<file path="src/rtl/ps2_scancode_rx.sv">
// PS/2 device-to-host receiver: synchronises and deglitches the pins,
// deserialises 11-bit frames and folds E0/F0 prefixes into flags.
module ps2_scancode_rx #(
  parameter int FILTER_LEN     = 8,
  parameter int TIMEOUT_CYCLES = 50000
) (
  input  logic       clk,
  input  logic       reset,
  input  logic       clkps2,
  input  logic       dataps2,
  output logic [7:0] scancode,
  output logic       extended,
  output logic       released,
  output logic       code_valid,
  output logic       frame_error
);

  localparam int TW = $clog2(TIMEOUT_CYCLES + 1);
  localparam logic [TW-1:0] T_LAST = TW'(TIMEOUT_CYCLES - 1);

  typedef enum logic [1:0] {
    IDLE,
    DATA,
    PARITY,
    STOP
  } state_t;

  logic [1:0]            clk_sync;
  logic [1:0]            dat_sync;
  logic [FILTER_LEN-1:0] flt;
  logic                  clk_f;
  logic                  clk_lvl;
  logic                  fall_tick;
  logic                  dat;

  state_t        state;
  logic [2:0]    bit_cnt;
  logic [7:0]    shreg;
  logic          par_bit;
  logic          pend_ext;
  logic          pend_rel;
  logic [TW-1:0] tcnt;

  assign dat = dat_sync[1];

  // The filtered level only moves once every tap agrees; otherwise it holds.
  always_comb begin
    clk_lvl = clk_f;
    if (flt == '0) clk_lvl = 1'b0;
    else if (&flt) clk_lvl = 1'b1;
  end

  assign fall_tick = clk_f & ~clk_lvl;

  // Two-flop synchronisers on both raw pins.
  always_ff @(posedge clk) begin
    if (!reset) begin
      clk_sync <= 2'b11;
      dat_sync <= 2'b11;
    end else begin
      clk_sync <= {clk_sync[0], clkps2};
      dat_sync <= {dat_sync[0], dataps2};
    end
  end

  // Glitch filter shift register and the held filtered clock level.
  always_ff @(posedge clk) begin
    if (!reset) begin
      flt   <= '1;
      clk_f <= 1'b1;
    end else begin
      flt   <= {flt[FILTER_LEN-2:0], clk_sync[1]};
      clk_f <= clk_lvl;
    end
  end

  // Frame FSM, prefix folding, timeout and registered strobes.
  always_ff @(posedge clk) begin
    if (!reset) begin
      state       <= IDLE;
      bit_cnt     <= 3'd0;
      shreg       <= 8'h00;
      par_bit     <= 1'b0;
      pend_ext    <= 1'b0;
      pend_rel    <= 1'b0;
      tcnt        <= '0;
      scancode    <= 8'h00;
      extended    <= 1'b0;
      released    <= 1'b0;
      code_valid  <= 1'b0;
      frame_error <= 1'b0;
    end else begin
      code_valid  <= 1'b0;
      frame_error <= 1'b0;

      if (state == IDLE || fall_tick) tcnt <= '0;
      else if (tcnt != T_LAST) tcnt <= tcnt + 1'b1;

      if (state != IDLE && !fall_tick && tcnt == T_LAST) begin
        state       <= IDLE;
        frame_error <= 1'b1;
        pend_ext    <= 1'b0;
        pend_rel    <= 1'b0;
      end else if (fall_tick) begin
        unique case (state)
          IDLE: begin
            if (!dat) begin
              state   <= DATA;
              bit_cnt <= 3'd0;
            end else begin
              frame_error <= 1'b1;
              pend_ext    <= 1'b0;
              pend_rel    <= 1'b0;
            end
          end
          DATA: begin
            shreg   <= {dat, shreg[7:1]};
            bit_cnt <= bit_cnt + 3'd1;
            if (bit_cnt == 3'd7) state <= PARITY;
          end
          PARITY: begin
            par_bit <= dat;
            state   <= STOP;
          end
          STOP: begin
            state <= IDLE;
            if (dat && (^{shreg, par_bit})) begin
              if (shreg == 8'hE0) begin
                pend_ext <= 1'b1;
              end else if (shreg == 8'hF0) begin
                pend_rel <= 1'b1;
              end else begin
                scancode   <= shreg;
                extended   <= pend_ext;
                released   <= pend_rel;
                code_valid <= 1'b1;
                pend_ext   <= 1'b0;
                pend_rel   <= 1'b0;
              end
            end else begin
              frame_error <= 1'b1;
              pend_ext    <= 1'b0;
              pend_rel    <= 1'b0;
            end
          end
        endcase
      end
    end
  end

endmodule

</file>
<file path="config.mk">
export PLATFORM = sky130hd
export DESIGN_NAME = ps2_scancode_rx
export DESIGN_NICKNAME = d
export VERILOG_FILES = /design/src/rtl/ps2_scancode_rx.sv
export SDC_FILE = /design/constraint.sdc
export NUM_CORES = 1
export LEC_CHECK = 0
export CORE_AREA = 2 2 68 70
export CTS_BUF_LIST = sky130_fd_sc_hd__clkbuf_16
export DETAILED_ROUTE_END_ITERATION = 6
export DIE_AREA = 0 0 70 72
export PLACE_DENSITY = 0.85
export SYNTH_ARGS = -nofsm -noshare
export SYNTH_HDL_FRONTEND = slang
export SYNTH_SLANG_ARGS = --single-unit
</file>
<file path="constraint.sdc">
create_clock -name clk -period 3 [get_ports clk]
set_clock_uncertainty 0.05 [all_clocks]
set_input_delay 0.3 -clock clk [delete_from_list [all_inputs] [get_ports clk]]
set_output_delay 0.3 -clock clk [all_outputs]
set_load 0.02 [all_outputs]
</file>
==> summary.md <==
| Metric | Value |
|---|---|
| Sequential fraction of the synthesis area | `45.9%` |
| Number of buffer cells added on primary ports | `15` |
| Largest net degree at the start of global routing | `23` |
| Flip-flop and latch count after synthesis | `57` |
| Post-route cell area | `2960 sq um` |
| Final setup viols | `0` |
| Final hold violation count | `0` |
| Layout cell share with drive strength beyond 1 | `8.03%` |
| Data arrival time of the critical path | `2.42 ns` |
| Total number of nets in the final design | `306` |
| CTS Buffer Depth | `2` |
| Detailed placement HPWL | `3160 um` |
| Post-DR vias/cell | `5.72` |
| Placed insts | `336` |
| Setup Crit Path Kind | `flip-flop to flip-flop` |
| Die height | `72 um` |
| Maximum clock rate | `0.442 GHz` |
| Endpoint class of the critical path | `flip-flop` |
| Switch Pwr | `0.341 mW` |
| Wire length of the first global-routing pass | `8600 um` |
| Total Negative Setup Slacks | `0 ns` |
| Initial antenna violation count | `0` |
| Filler Cell Count | `324` |
| Worst rel slew slack | `49.2%` |
| Postcts setup bufs | `0` |
| Final critical-path required period | `2.26 ns` |
| Clock transition at path regs | `0.05 ns` |
| EDFF count, synth | `0` |
| Clock tree from TritonCTS | `yes` |
| RSZ-0062 raised after global routing | `false` |
| Total Routing Usage GR | `21.6%` |
| Iteration count of the initial detailed-routing pass | `6` |
| Cell Area, Synth | `2490 sq um` |
| Worst hold-check path type | `flip-flop to flip-flop` |
| Fraction of power consumed by combinational cells | `1.2%` |
| Cts bufs inserted | `9` |
| Number of buffers added to fix hold violations after cts | `0` |
| Post-DR wirelength/cell | `14.0 um` |
| Synth Net Count | `287` |
| Full die area | `5040 sq um` |
| Antenna cell count | `0` |
| Worst-skew pair later-pin latency | `0.32 ns` |
| X dimension of the die | `70 um` |
| Final WS setup | `0.736 ns` |
| Sequential standard cell area | `1140 sq um` |
| Effective utilization at floorplan | `58.3%` |
| Outcome | `finished, final reports clean` |
| Number of standard cells in the layout, taps in and fillers out | `351` |
| Transition at the pin with the smallest max-transition slack | `0.760 ns` |
| Wire length reported by the detailed router | `4930 um` |
| Count of warnings emitted by yosys | `0` |
| Power density relative to cell area | `586 nW/um^2` |
| Post-CTS resize count | `0` |
| Vias after detailed routing | `2,007` |
| Number of distinct standard cells referenced by the synthesized netlist | `40` |
| IO Count | `16` |
| Area taken by multi-input logic gates | `1250 sq um` |
| Number of rows in the core area | `24` |
| Fraction of registers with async set or reset after synthesis | `0%` |
| Clock sinks | `57` |
| Worst voltage drop across the vdd grid | `0.494 mV` |
| Layout Area Growth over Synthesis | `19.1%` |
| Critical Path Source Type | `flip-flop` |
| Number of H-tree levels | `3` |
| Total congestion overflow after global routing | `0` |
| Largest driver fanout on the critical path | `16` |
| Instance area at placement | `2690 sq um` |
| Count of mapped cells out of synthesis | `276` |
| Reported leakage power | `1.03 nW` |
| Number of pins with negative max-slew slack in the final report | `0` |
| Worst Setup Slack post-DPL | `0.735 ns` |
| Final Cycle Share | `75.5%` |
| Antenna violation net count after detailed routing | `0` |
| Initial drt markers | `201` |
| Seq pwr share | `44.0%` |
| Number of global-route vias before repair | `1,893` |
| Internal Pwr Total | `1.39 mW` |
| Max-cap viol count | `0` |
| Post-detailed-route DRC marker count | `0` |
| Clock power frac | `54.8%` |
| Placeable core region | `4260 sq um` |
| Leading register cell type out of synthesis | `dfxtp_1` |
| Global placement routability congestion | `0.851` |
| Post-synthesis average cell area | `9.01 sq um` |
| Cell at the root of the clock tree | `clkbuf_16` |
| Endpoint required time on the critical path | `3.15 ns` |
| Switching fraction of total power | `19.6%` |
==> critical path: stages, from the launching register on <==
cell and delay [ns]:
dfxtp_1 0.32, or4_4 0.55, or3_1 0.66, nor3b_4 0.31, mux2i_1 0.21, nor2_1 0.05
==> cell usage in the layout (no fill, tap or decap), types with 7 or more instances in the layout <==
master,count
xor2_1,9
nand2_1,20
a21oi_1,23
xnor2_1,12
o31ai_1,9
nor2_1,25
clkdlybuf4s50_1,15
clkbuf_16,9
inv_1,11
dfxtp_1,57
nand4_1,13
nand3_1,17
nand2b_1,16
ha_1,7
==> metal layers <==
metal / global-route usage (%) / vias to the layer above / part of all wire [%]
met2: 35.3 / 55 / 49
met1: 26.8 / 940 / 45
met4: 11.1 / 0 / 1.1
li1: - / 1006 / -
met5: 0 / - / 0
met3: 5.00 / 6 / 4.8
==> flip-flops by register name, indices dropped and copies added, names as in the netlist, 2 cells and up <==
signal and count:
bit_cnt 3, dat_sync 2, flt 8, tcnt 16, shreg 8, clk_sync 2
state 2, scancode 8
==> through the flow <==
stage	util [%]	total power, mW	hold WS (ns)
finish	69.5	1.74	0.352
global route	69.5	1.79	0.365
CTS	69.5	1.74	0.354
detailed placement	63.0	0.799	0.342
global placement	63.0	0.799	0.339
floorplan	-	0.790	0.323
==> final cells by class <==
class | instances | area share [%]
Clock buffer | 9 | 7.60
Clock inverter | 6 | 1.73
Sequential cell | 57 | 38.5
Timing Repair Buffer | 21 | 6.59
Tap cell | 52 | 2.20
Inverter | 10 | 1.27
Multi-Input combinational cell | 196 | 42.1
==> final timing paths <==
check | depth (start not counted) | start | slack [ns] | to
max | 5 | flt[5] | 0.74 | state[1]
min | 1 | dat_sync[0] | 0.35 | dat_sync[1]
max reg2reg | 5 | flt[5] | 0.74 | state[1]
min reg2reg | 1 | dat_sync[0] | 0.35 | dat_sync[1]
==> cells in the mapped netlist, types with 2 or more instances <==
master	count	area (sq um)
a22oi_1	2	15.0
or3_1	4	25.0
and3_1	3	18.8
xor2_1	9	78.8
nor2b_1	4	25.0
ha_1	7	87.6
o31ai_1	9	67.6
nor3_1	5	25.0
nand2b_1	16	100
clkbuf_1	9	33.8
a21oi_1	23	115
mux2i_1	2	20.0
o211ai_1	2	15.0
inv_1	10	37.5
nor4_1	3	18.8
xnor2_1	12	105
buf_2	2	10.0
nand3_1	17	85.1
dfxtp_1	57	1140
o21ai_0	4	20.0
nand4_1	13	81.3
nor2_1	25	93.8
nor4bb_1	2	20.0
nand2_1	20	75.1
==> power by group through the flow <==
stage	Sequential, mW	Clock (mW)	Combinational, mW
2_1_floorplan	0.778	0	0.0114
4_1_cts	0.764	0.956	0.0208
3_3_place_gp	0.779	0	0.0205
3_5_place_dp	0.779	0	0.0207
6_report	0.764	0.951	0.0208
5_1_grt	0.763	1.00	0.0227
==> logic make-up after synthesis <==
logic type / synth area share, %
AOI/OAI and AO/OA: 11.4
xor gates and xnor gates: 8.30
adders and majority gates: 3.52
buffers and inverters: 4.02
DFF: 45.9
muxes: 0.805
and+or+nand+nor: 26.1
No activity file was read; power rests on OpenSTA's default activity.
